--- config.mk ---
export PLATFORM = sky130hd
export DESIGN_NAME = mc_ctrl_fsm
export DESIGN_NICKNAME = d
export VERILOG_FILES = /design/src/rtl/mc_ctrl_pkg.sv /design/src/rtl/mc_ctrl_decode.sv /design/src/rtl/mc_ctrl_fsm.sv
export SDC_FILE = /design/constraint.sdc
export NUM_CORES = 1
export LEC_CHECK = 0
export ABC_CLOCK_PERIOD_IN_PS = 2700
export BUFFER_PORTS_ARGS = -buffer_cell sky130_fd_sc_hd__buf_4
export CAP_MARGIN = 40
export CORE_MARGIN = 2
export CORE_UTILIZATION = 44
export CTS_CLUSTER_DIAMETER = 120
export DETAILED_ROUTE_END_ITERATION = 10
export GPL_TIMING_DRIVEN = 0
export PLACE_DENSITY = 0.81
export SYNTH_ARGS = -nofsm -noshare
export SYNTH_HDL_FRONTEND = slang
export SYNTH_SLANG_ARGS = --single-unit
--- constraint.sdc ---
create_clock -name clk -period 2.7 [get_ports clk]
set_input_delay 0.54 -clock clk [delete_from_list [all_inputs] [get_ports clk]]
set_output_delay 0.54 -clock clk [all_outputs]
set_load 0.02 [all_outputs]
--- src/rtl/mc_ctrl_pkg.sv ---
// mc_ctrl_pkg: shared encodings for the multi-cycle MIPS-subset controller
// Holds state encodings, instruction classes, opcode/funct constants and the
// datapath select encodings used by mc_ctrl_decode and mc_ctrl_fsm.
package mc_ctrl_pkg;
  typedef enum logic [3:0] {
    S_FETCH    = 4'd0,
    S_DECODE   = 4'd1,
    S_EXEC_R   = 4'd2,
    S_EXEC_I   = 4'd3,
    S_MEM_ADDR = 4'd4,
    S_MEM_RD   = 4'd5,
    S_MEM_WB   = 4'd6,
    S_MEM_WR   = 4'd7,
    S_ALU_WB   = 4'd8,
    S_BRANCH   = 4'd9,
    S_JUMP     = 4'd10
  } state_e;
  typedef enum logic [3:0] {
    CLS_R, CLS_JR, CLS_ORI, CLS_LUI, CLS_ADDI, CLS_LOAD, CLS_STORE,
    CLS_BEQ, CLS_J, CLS_JAL, CLS_ILL
  } cls_e;
  localparam logic [5:0] OP_RTYPE = 6'b000000;
  localparam logic [5:0] OP_ORI   = 6'b001101;
  localparam logic [5:0] OP_LUI   = 6'b001111;
  localparam logic [5:0] OP_ADDI  = 6'b001000;
  localparam logic [5:0] OP_LW    = 6'b100011;
  localparam logic [5:0] OP_LB    = 6'b100000;
  localparam logic [5:0] OP_SW    = 6'b101011;
  localparam logic [5:0] OP_SB    = 6'b101000;
  localparam logic [5:0] OP_BEQ   = 6'b000100;
  localparam logic [5:0] OP_J     = 6'b000010;
  localparam logic [5:0] OP_JAL   = 6'b000011;
  localparam logic [5:0] FN_ADDU  = 6'b100001;
  localparam logic [5:0] FN_SUBU  = 6'b100011;
  localparam logic [5:0] FN_SLT   = 6'b101010;
  localparam logic [5:0] FN_SRA   = 6'b000011;
  localparam logic [5:0] FN_JR    = 6'b001000;
  localparam logic [1:0] ALU_ADD = 2'b00;
  localparam logic [1:0] ALU_SUB = 2'b01;
  localparam logic [1:0] ALU_OR  = 2'b10;
  localparam logic [1:0] ALU_SLT = 2'b11;
  localparam logic EXT_ZERO = 1'b0;
  localparam logic EXT_SIGN = 1'b1;
  localparam logic [2:0] REG_WRITE_SRC_ALU  = 3'd0;
  localparam logic [2:0] REG_WRITE_SRC_MEM  = 3'd1;
  localparam logic [2:0] REG_WRITE_SRC_ZERO = 3'd2;
  localparam logic [2:0] REG_WRITE_SRC_ONE  = 3'd3;
  localparam logic [2:0] REG_WRITE_SRC_PC   = 3'd4;
  localparam logic [2:0] REG_WRITE_SRC_SRA  = 3'd5;
  localparam logic [1:0] NPC_PC4    = 2'b00;
  localparam logic [1:0] NPC_BRANCH = 2'b01;
  localparam logic [1:0] NPC_JUMP   = 2'b10;
  localparam logic [1:0] NPC_JR     = 2'b11;
  localparam logic [1:0] REG_WRITE_ADDR_RD  = 2'd0;
  localparam logic [1:0] REG_WRITE_ADDR_RT  = 2'd1;
  localparam logic [1:0] REG_WRITE_ADDR_R30 = 2'd2;
  localparam logic [1:0] REG_WRITE_ADDR_R31 = 2'd3;
  localparam logic ALU_SRC_REG = 1'b0;
  localparam logic ALU_SRC_IMM = 1'b1;
  localparam logic MEM_OP_WORD = 1'b0;
  localparam logic MEM_OP_BYTE = 1'b1;
endpackage

--- src/rtl/mc_ctrl_decode.sv ---
// mc_ctrl_decode: combinational opcode/funct -> instruction class and per-class fields
// Ports: opcode_i/funct_i from IR; cls_o class; alu_ctl_o, ext_op_o, mem_op_o
// per-class datapath fields; sra_o selects the shifter write-back for sra.
module mc_ctrl_decode
  import mc_ctrl_pkg::*;
(
  input  logic [5:0] opcode_i,
  input  logic [5:0] funct_i,
  output cls_e       cls_o,
  output logic [1:0] alu_ctl_o,
  output logic       ext_op_o,
  output logic       mem_op_o,
  output logic       sra_o
);
  always_comb begin
    cls_o = CLS_ILL;
    alu_ctl_o = ALU_ADD;
    ext_op_o = EXT_ZERO;
    mem_op_o = MEM_OP_WORD;
    sra_o = 1'b0;
    case (opcode_i)
      OP_RTYPE: case (funct_i)
        FN_ADDU: cls_o = CLS_R;
        FN_SUBU: begin cls_o = CLS_R; alu_ctl_o = ALU_SUB; end
        FN_SLT:  begin cls_o = CLS_R; alu_ctl_o = ALU_SLT; end
        FN_SRA:  begin cls_o = CLS_R; sra_o = 1'b1; end
        FN_JR:   cls_o = CLS_JR;
        default: ;
      endcase
      OP_ORI:  begin cls_o = CLS_ORI; alu_ctl_o = ALU_OR; end
      OP_LUI:  cls_o = CLS_LUI;
      OP_ADDI: begin cls_o = CLS_ADDI; ext_op_o = EXT_SIGN; end
      OP_LW:   cls_o = CLS_LOAD;
      OP_LB:   begin cls_o = CLS_LOAD; mem_op_o = MEM_OP_BYTE; end
      OP_SW:   cls_o = CLS_STORE;
      OP_SB:   begin cls_o = CLS_STORE; mem_op_o = MEM_OP_BYTE; end
      OP_BEQ:  cls_o = CLS_BEQ;
      OP_J:    cls_o = CLS_J;
      OP_JAL:  cls_o = CLS_JAL;
      default: ;
    endcase
  end
endmodule

--- src/rtl/mc_ctrl_fsm.sv ---
// mc_ctrl_fsm: multi-cycle main controller sequencing FETCH/DECODE/EXEC/MEM/WB
// Ports: clk, rst (async, active-high); opcode_i/funct_i from IR; ALU flags
// zero_i/overflow_i (positive_i/signed_less_i reserved); datapath strobes
// *_o; illegal_o pulses in DECODE on undecoded instructions; state_dbg_o.
// MC_CTRL_PERF_CNT_EN: when defined, instr_retired_o counts retired legal
// instructions; otherwise it is tied to 0.
module mc_ctrl_fsm
  import mc_ctrl_pkg::*;
(
  input  logic        clk,
  input  logic        rst,
  input  logic [5:0]  opcode_i,
  input  logic [5:0]  funct_i,
  input  logic        zero_i,
  input  logic        overflow_i,
  input  logic        positive_i,
  input  logic        signed_less_i,
  output logic [1:0]  alu_ctl_o,
  output logic        ext_op_o,
  output logic [2:0]  reg_src_o,
  output logic [1:0]  npc_sel_o,
  output logic        mem_write_o,
  output logic        mem_op_o,
  output logic        reg_write_o,
  output logic        alu_src_o,
  output logic [1:0]  reg_dst_o,
  output logic        rgs_ins_write_o,
  output logic        pc_write_o,
  output logic        illegal_o,
  output logic [3:0]  state_dbg_o,
  output logic [31:0] instr_retired_o
);
  state_e state_q, state_d;
  cls_e cls;
  logic [1:0] dec_alu;
  logic dec_ext, dec_mem, dec_sra;
  logic pc_we, ir_we, reg_we, mem_we;
  logic unused_flags;
  assign unused_flags = positive_i ^ signed_less_i;
  mc_ctrl_decode u_dec (
    .opcode_i (opcode_i),
    .funct_i  (funct_i),
    .cls_o    (cls),
    .alu_ctl_o(dec_alu),
    .ext_op_o (dec_ext),
    .mem_op_o (dec_mem),
    .sra_o    (dec_sra)
  );
  always_ff @(posedge clk or posedge rst)
    if (rst) state_q <= S_FETCH;
    else state_q <= state_d;
  always_comb begin
    state_d = S_FETCH;
    alu_ctl_o = ALU_ADD;
    ext_op_o = EXT_ZERO;
    reg_src_o = REG_WRITE_SRC_ALU;
    npc_sel_o = NPC_PC4;
    mem_op_o = MEM_OP_WORD;
    alu_src_o = ALU_SRC_REG;
    reg_dst_o = REG_WRITE_ADDR_RD;
    illegal_o = 1'b0;
    pc_we = 1'b0;
    ir_we = 1'b0;
    reg_we = 1'b0;
    mem_we = 1'b0;
    case (state_q)
      S_FETCH: begin
        ir_we = 1'b1;
        pc_we = 1'b1;
        state_d = S_DECODE;
      end
      S_DECODE: case (cls)
        CLS_R: state_d = S_EXEC_R;
        CLS_ORI, CLS_LUI, CLS_ADDI: state_d = S_EXEC_I;
        CLS_LOAD, CLS_STORE: state_d = S_MEM_ADDR;
        CLS_BEQ: state_d = S_BRANCH;
        CLS_J, CLS_JAL, CLS_JR: state_d = S_JUMP;
        default: illegal_o = 1'b1;
      endcase
      // ALU inputs stay driven through ALU_WB so the result and overflow are stable at write-back
      S_EXEC_R, S_EXEC_I, S_ALU_WB: begin
        alu_src_o = cls == CLS_R ? ALU_SRC_REG : ALU_SRC_IMM;
        alu_ctl_o = dec_alu;
        ext_op_o = dec_ext;
        state_d = state_q == S_ALU_WB ? S_FETCH : S_ALU_WB;
        if (state_q == S_ALU_WB) begin
          reg_we = 1'b1;
          reg_dst_o = cls == CLS_R ? REG_WRITE_ADDR_RD
                    : (cls == CLS_ADDI && overflow_i) ? REG_WRITE_ADDR_R30 : REG_WRITE_ADDR_RT;
          reg_src_o = (cls == CLS_R && dec_sra) ? REG_WRITE_SRC_SRA
                    : (cls == CLS_ADDI && overflow_i) ? REG_WRITE_SRC_ONE : REG_WRITE_SRC_ALU;
        end
      end
      S_MEM_ADDR: begin
        alu_src_o = ALU_SRC_IMM;
        ext_op_o = EXT_SIGN;
        state_d = cls == CLS_LOAD ? S_MEM_RD : S_MEM_WR;
      end
      S_MEM_RD: begin
        mem_op_o = dec_mem;
        state_d = S_MEM_WB;
      end
      S_MEM_WB: begin
        mem_op_o = dec_mem;
        reg_we = 1'b1;
        reg_dst_o = REG_WRITE_ADDR_RT;
        reg_src_o = REG_WRITE_SRC_MEM;
      end
      S_MEM_WR: begin
        mem_op_o = dec_mem;
        mem_we = 1'b1;
      end
      S_BRANCH: begin
        alu_ctl_o = ALU_SUB;
        ext_op_o = EXT_SIGN;
        npc_sel_o = NPC_BRANCH;
        pc_we = zero_i;
      end
      S_JUMP: begin
        pc_we = 1'b1;
        npc_sel_o = cls == CLS_JR ? NPC_JR : NPC_JUMP;
        reg_we = cls == CLS_JAL;
        reg_dst_o = cls == CLS_JAL ? REG_WRITE_ADDR_R31 : REG_WRITE_ADDR_RD;
        reg_src_o = cls == CLS_JAL ? REG_WRITE_SRC_PC : REG_WRITE_SRC_ALU;
      end
      default: ;
    endcase
  end
  // reset parks the state in FETCH, whose strobes must not fire while rst is held
  assign pc_write_o = pc_we & ~rst;
  assign rgs_ins_write_o = ir_we & ~rst;
  assign reg_write_o = reg_we & ~rst;
  assign mem_write_o = mem_we & ~rst;
  assign state_dbg_o = state_q;
`ifdef MC_CTRL_PERF_CNT_EN
  logic [31:0] cnt_q, cnt_d;
  assign cnt_d = state_q inside {S_ALU_WB, S_MEM_WB, S_MEM_WR, S_BRANCH, S_JUMP} ? cnt_q + 32'd1 : cnt_q;
  always_ff @(posedge clk or posedge rst)
    if (rst) cnt_q <= '0;
    else cnt_q <= cnt_d;
  assign instr_retired_o = cnt_q;
`else
  assign instr_retired_o = '0;
`endif
endmodule

Word level (Yosys, flattened, before mapping)
Cells that the tools add are included.

Output and inout port bits: 53. Logic and storage cells: 93. Bits of input ports: 18. Register bits after elaboration: 4.

Equal/unequal tests: 34. Multiplexer cells: 36. Bitwise gates (word level): 5. Reductions and logical operators: 17.

Operators with widths (count): 6-bit == test, second input constant (7); 4-bit one-hot mux with 5 select lines (2); 4-bit one-hot mux with 9 select lines (1); 4-bit by 3-bit == test with 1-bit output, second input constant (8); 6-bit by 4-bit == test with 1-bit output, second input constant (4); 4-bit == test, second input constant (5); 6-bit by 2-bit == test with 1-bit output, second input constant (3); 4-bit by 2-bit == test with 1-bit output, second input constant (4); 2-bit one-hot mux with 2 select lines (4); 1-bit 2-to-1 mux (12); 2-bit 2-to-1 mux (6); 2-bit OR reduction (6); 3-bit OR reduction (4); 10-bit OR reduction (1); 3-bit 2-to-1 mux (3); 3-bit one-hot mux with 3 select lines (1); 4-bit by 1-bit == test with 1-bit output, second input constant (2); 4-bit logical NOT (2); 4-bit one-hot mux with 2 select lines (1); 6-bit by 3-bit == test with 1-bit output, second input constant (1); 6-bit logical NOT (1); 1-bit one-hot mux with 2 select lines (3); 2-bit one-hot mux with 3 select lines (1); 1-bit bitwise AND (4); other kinds (5) (6).

Logic depth before layout (Yosys ltp)
Gate-level depths: netlist (run 1).

Depth in word-level cells: 10. Gate-level depth with buffers: 7. Depth with buffers taken out: 6.

By module
Synthesis (run 1) repeated with hierarchy kept, for this count alone.

Cells, all modules: 176. Area, all modules: 1181.1 um^2.

By module, submodules not included: mc_ctrl_fsm (sequential area each 100.1 um^2, instances 1, cells each 125, area an instance 855.8 um^2); mc_ctrl_decode (sequential area each 0.0 um^2, instances 1, cells each 51, area an instance 325.3 um^2).

Least setup slack after synthesis (run 1)
OpenSTA, ideal clock, no wires.

Path kind: input to output. From: in opcode_i[4]. To: out reg_write_o. Buffers on the path: 1. Arrival: 1.973 ns. Data required time: 2.160 ns. Stages on the path: 7. Setup slack: 0.187 ns. Cells stage by stage: buf_6 > or2_4 > nor4b_4 > nand3_1 > nand3_2 > nand2_1 > a211oi_2.

Word-level cells in the longest chain between the ends: 6. Elaborated cells on any way between the ends: 17. Classes of those cells: eq/ne (11); mux (2); bitwise (1); reduce/logical (3).

Ends and longest elaborated chain: start, declared (RTL line mc_ctrl_fsm.sv:12) `input logic [5:0] opcode_i,`; 6-bit == test (RTL line mc_ctrl_decode.sv:21) `case (opcode_i)`; 2-bit OR reduction (no source line); 4-bit one-hot mux with 9 select lines (*) (RTL line mc_ctrl_decode.sv:21); 4-bit == test (*) (RTL line mc_ctrl_fsm.sv:122) `reg_we = cls == CLS_JAL;`; 1-bit one-hot mux with 3 select lines (*) (RTL line mc_ctrl_fsm.sv:66) `case (state_q)`; 1-bit bitwise AND (*) (RTL line mc_ctrl_fsm.sv:132) `assign reg_write_o = reg_we & ~rst;`; end, declared (RTL line mc_ctrl_fsm.sv:24) `output logic reg_write_o,`.

Mark *: on every way between the ends. The rest lies on a longest branch, timed or not.

Worst setup path after layout (run 1)
From: in opcode_i[5]. To: out reg_write_o.

Same word-level chain as after synthesis.

==> results of run 1 <==
power by group:
part / switching (uW) / internal, uW / total [uW]
registers: 29.3 / 79.6 / 109
logic: 337 / 239 / 576
clock network: 23.5 / 49.7 / 73.2
total: 389 / 369 / 758
per-stage QoR:
stage           util  instances
2_1_floorplan      -        204
3_3_place_gp   0.634        269
3_5_place_dp   0.634        269
4_1_cts        0.646        272
5_1_grt        0.660        273
6_report       0.660        273
cell families (layout without fill, tap and decap cells):
family	after synthesis	in the layout	synth area share
compound gates	39	39	0.233
xor+xnor	1	1	0.00750
buf+inv	48	87	0.268
flops	4	4	0.0857
mux	1	1	0.00965
other cells	1	32	0.00321
simple gates	79	79	0.393
layout make-up:
class                   count  area (um2)
inverters                   5        18.8
well taps                  30        37.5
repair buffers             38         285
clock buffers               3        22.5
fillers                   232         851
multi-input cells         152         897
flip-flops and latches      4         100
plain buffers              41         288
routing by layer:
layer  up-vias  global-route usage
met4         0              0.0279
met1       573               0.236
met5         -                   0
met3         0              0.0398
met2        59               0.325
li1        690                   -
critical path, stage by stage:
cell      delay [ps]
buf_4            110
or2_4            280
nor4b_4          350
nand3_2          160
nand3_2          130
nand2_1          130
a211oi_2         200
buf_4            170
Yosys cell counts, drive strengths merged, types with 3 or more instances:
master	instances
buf	37
nor2	15
nand2	14
nand3	12
o21ai	9
a21oi	8
clkbuf	6
nor2b	6
nor3	6
inv	5
nand2b	5
dfrtp	4
o211ai	4
or2	4
and3b	3
nor4	3
o32ai	3
repair_timing:
action | 4_1_cts | 5_1_grt
pin swaps | 0 | 2
resized for setup | 2 | 8
hold buffers | 0 | 0
buffers inserted | 0 | 3
endpoints found under the setup margin | 6 | 2
endpoints found under the hold margin | 0 | 0
path summary, 6_finish.rpt:
kind                                           from                  endpoint  slack (ps)  depth (start not counted)
max in group asynchronous                       rst  state_dbg_o[2]$_DFF_PP0_        2330                          2
max                                     opcode_i[5]               reg_write_o          90                          8
max reg2reg                state_dbg_o[0]$_DFF_PP0_  state_dbg_o[0]$_DFF_PP0_        1020                          5
min reg2reg                state_dbg_o[3]$_DFF_PP0_  state_dbg_o[0]$_DFF_PP0_         710                          1
min                                             rst  state_dbg_o[3]$_DFF_PP0_         220                          2
min in group clk                        opcode_i[4]  state_dbg_o[1]$_DFF_PP0_         620                          3
==> results.yml, run 1 <==
global_routing:
  grt_max_degree: 11
  grt_overflow: 0
  grt_antenna_before_repair: 0
  grt_pass1_wl_mm: 4.80
  grt_pass1_vias: 1134
  track_usage: 0.185
floorplan:
  rows: 18
  die_w_um: 55.5
  ios: 71
  fp.coreArea_um2: 2500
  die-area_um2: 3080
  start_util: 0.467
  fp.dieH_um: 55.5
placed_design:
  preCtsSetupSlack_ps: -214
  dp_hpwl_mm: 2.37
  place_area_um2: 1580
  port-buffer-count: 35
  gp_congestion: 0.890
sta:
  tns_ps: 0
  fin_ws_ps: 86.0
  hold_viol: 0
  period_share: 0.968
  setup-violations-final: 0
  slew_violations: 0
  min_period_ps: 2610
  hold_ws_ps: 223
  skew_ps: 1.04
  fmax_ghz: 0.383
worst_setup_path:
  endpoint_kind: "output port"
  worstSetupPathType: "primary input to output port"
  critPathRequiredTime_ps: 2160
  arrival_ps: 2070
  crit_path_max_fanout: 5
  startpoint_type: "primary input"
power_and_ir_drop:
  p_total_uw: 758
  powerDensity_nw_per_um2: 460
  p_leak_uw: 0.000853
  ir_drop_v: 0.000386
drt:
  met1Wirelength_mm: 1.32
  firstDrtPassIters: 4
  dr.first_iter.drc_count: 44
  routed-via-count: 1322
  vias_per_cell: 4.84
  detail-route-antenna-nets: 0
  wl_met2_mm: 1.46
  wl_met3_um: 228
  wl_per_cell_um: 11.0
  wirelength_mm: 3.01
  post-route-drc-count: 0
  highest_layer: "met3"
clocking:
  tritoncts: "done"
  numClockSinks: 4
  clk_latency_ps: 230
  cts.clk_slew.worst_paths_ps: 40
  htreeDepth: 1
  cts_buffer_depth: 2
  root_buffer: "clkbuf_4"
  numCtsBuffers: 3
logic_synthesis:
  syn-instance-count: 173
  ys_ff_latch: 4
  seq_area_frac_synth: 0.0857
  ys_types: 47
  yosys-top-cells-area: "buf_4, dfrtp_1, nor2_1"
  synth_top_area_frac: 0.206
  yosysTopAreaCell: "buf_4"
  syn_area_um2: 1170
  yosysWarnings: 0
  synthArstFlopShare: 1.00
  synth-main-ff-cell: "dfrtp_1"
  synth.avg_cell_area_um2: 6.75
  synth-edff-count: 0
cells_and_area:
  drive_gt1_frac: 0.395
  most-common-layout-cells: "buf_4, conb_1, nand2_1, nor2_1"
  final_common_cell: "buf_4"
  area_delta_synth_final_pct: 41.3
  antenna_cells: 0
  fin_nets: 263
  largest_reg_flops: 4
  fin_area_um2: 1650
outcome:
  status: "completed"
job:
  cap_violations: 0
min_path:
  holdCritPathClass: "primary input to async pin"
No activity file was read; power rests on OpenSTA's default activity.
==> inputs of run 2 (changes only) <==
- CORE_MARGIN: 2 -> 4
- HOLD_SLACK_MARGIN: not set -> 0.05
- RECOVER_POWER: not set -> 25
==> run 2 against run 1 <==
Critical path depth is the same. Worst hold slack gained 33 ps. Flip-flop and latch count is the same. Clock skew grew 1.6 ps. Power shrank 2.4%. Utilization shrank 0.65 points. Setup slack lost 28 ps.
==> results.yml, run 2 (synthesis gave the netlist of run 1 again) <==
outcome:
  status: "completed"
floorplan:
  die_w_um: 59.5
  rows: 18
  fp.coreArea_um2: 2500
  ios: 71
  fp.dieH_um: 59.5
  die-area_um2: 3540
  start_util: 0.467
clocking:
  clk_latency_ps: 230
  cts_buffer_depth: 2
  numCtsBuffers: 3
  root_buffer: "clkbuf_4"
  tritoncts: "done"
  cts.clk_slew.worst_paths_ps: 40
  cts_hold_buf: 0
  numClockSinks: 4
  htreeDepth: 1
job:
  cap_violations: 0
sta:
  slew_violations: 0
  skew_ps: 2.68
  fmax_ghz: 0.378
  period_share: 0.979
  hold_ws_ps: 256
  setup-violations-final: 0
  min_period_ps: 2640
  hold_viol: 0
global_routing:
  track_usage: 0.166
  grt_pass1_wl_mm: 4.77
  grt_pass1_vias: 1124
  grt_overflow: 0
  grt_antenna_before_repair: 0
  grt_max_degree: 11
drt:
  wirelength_mm: 3.21
  dr.first_iter.drc_count: 43
  routed-via-count: 1356
  vias_per_cell: 4.97
  wl_per_cell_um: 11.7
  post-route-drc-count: 0
  firstDrtPassIters: 4
  detail-route-antenna-nets: 0
worst_setup_path:
  startpoint_type: "primary input"
  critPathRequiredTime_ps: 2160
  worstSetupPathType: "primary input to output port"
  reg2reg_from: "state_dbg_o[1]$_DFF_PP0_"
  arrival_ps: 2100
  cp-startpoint: "opcode_i[3]"
  endpoint_kind: "output port"
  crit_path_max_fanout: 10
cells_and_area:
  final_common_cell: "buf_4"
  stdcell_count: 273
  fin_area_um2: 1630
  drive_gt1_frac: 0.374
  fin_nets: 263
  area_delta_synth_final_pct: 39.9
  antenna_cells: 0
  multi_input_area_um2: 893
  register_area_um2: 100
  utilization: 0.653
  fill_cells: 239
  most-common-layout-cells: "buf_4, conb_1, nor2_1"
  largest_reg_flops: 4
power_and_ir_drop:
  ir_drop_v: 0.000413
  p_total_uw: 740
  p_leak_uw: 0.000836
  powerDensity_nw_per_um2: 453
placed_design:
  placed_cells: 269
  gp_congestion: 0.867
  dp_hpwl_mm: 2.51
  place_area_um2: 1580
  port-buffer-count: 35
min_path:
  holdCritPathClass: "primary input to async pin"
run 2: changes by cell type in the layout (fill, tap and decap cells not counted), sizes merged:
cell / change
buf: -3
clkbuf: +3
run 2: final cells by class:
cell class | count | area share
multi-input combinational | 152 | 0.547
inverter | 5 | 0.0115
buffer | 41 | 0.175
timing repair buffer | 38 | 0.168
tap | 30 | 0.0230
sequential | 4 | 0.0613
clock buffer | 3 | 0.0138
run 2: path summary, 6_finish.rpt:
kind	to	slack (ps)	cells past startpoint
max	alu_src_o	60	8
min	state_dbg_o[3]$_DFF_PP0_	260	2
max reg2reg	state_dbg_o[0]$_DFF_PP0_	1080	5
min reg2reg	state_dbg_o[0]$_DFF_PP0_	680	1
max in group asynchronous	state_dbg_o[2]$_DFF_PP0_	2300	2
min in group clk	state_dbg_o[1]$_DFF_PP0_	630	3
run 2: per-stage QoR:
stage          setup TNS, ps  setup WS, ps
2_1_floorplan              0           188
3_3_place_gp            -564          -226
3_5_place_dp            -687          -254
4_1_cts                    0          55.6
5_1_grt                -7.64         -7.64
6_report                   0          57.7
run 2: what timing repair did:
action / in CTS / in global routing
setup endpoints to repair: 6 / 2
pin swaps: 0 / 2
resized for setup: 3 / 3
setup buffers: 0 / 3
run 2: routing by layer:
layer,up-vias,global-route usage,part of all wire
met5,-,0,0
met4,0,0.0253,0.0066
met3,2,0.0327,0.11
met2,66,0.282,0.46
met1,598,0.219,0.42
li1,690,-,-
run 2: critical path, stage by stage:
cell and delay, ps:
buf_4 120, buf_2 180, or2_2 350, a22o_1 240, o2bb2ai_1 150, o31ai_1 190
o21ai_0 140, buf_4 190
run 2: report_power, final:
group / internal, uW / leakage (uW) / total, uW / switching (uW)
registers: 79.6 / 0.0000530 / 108 / 28.0
logic: 227 / 0.000770 / 561 / 335
clock network: 49.5 / 0.0000138 / 71.2 / 21.6
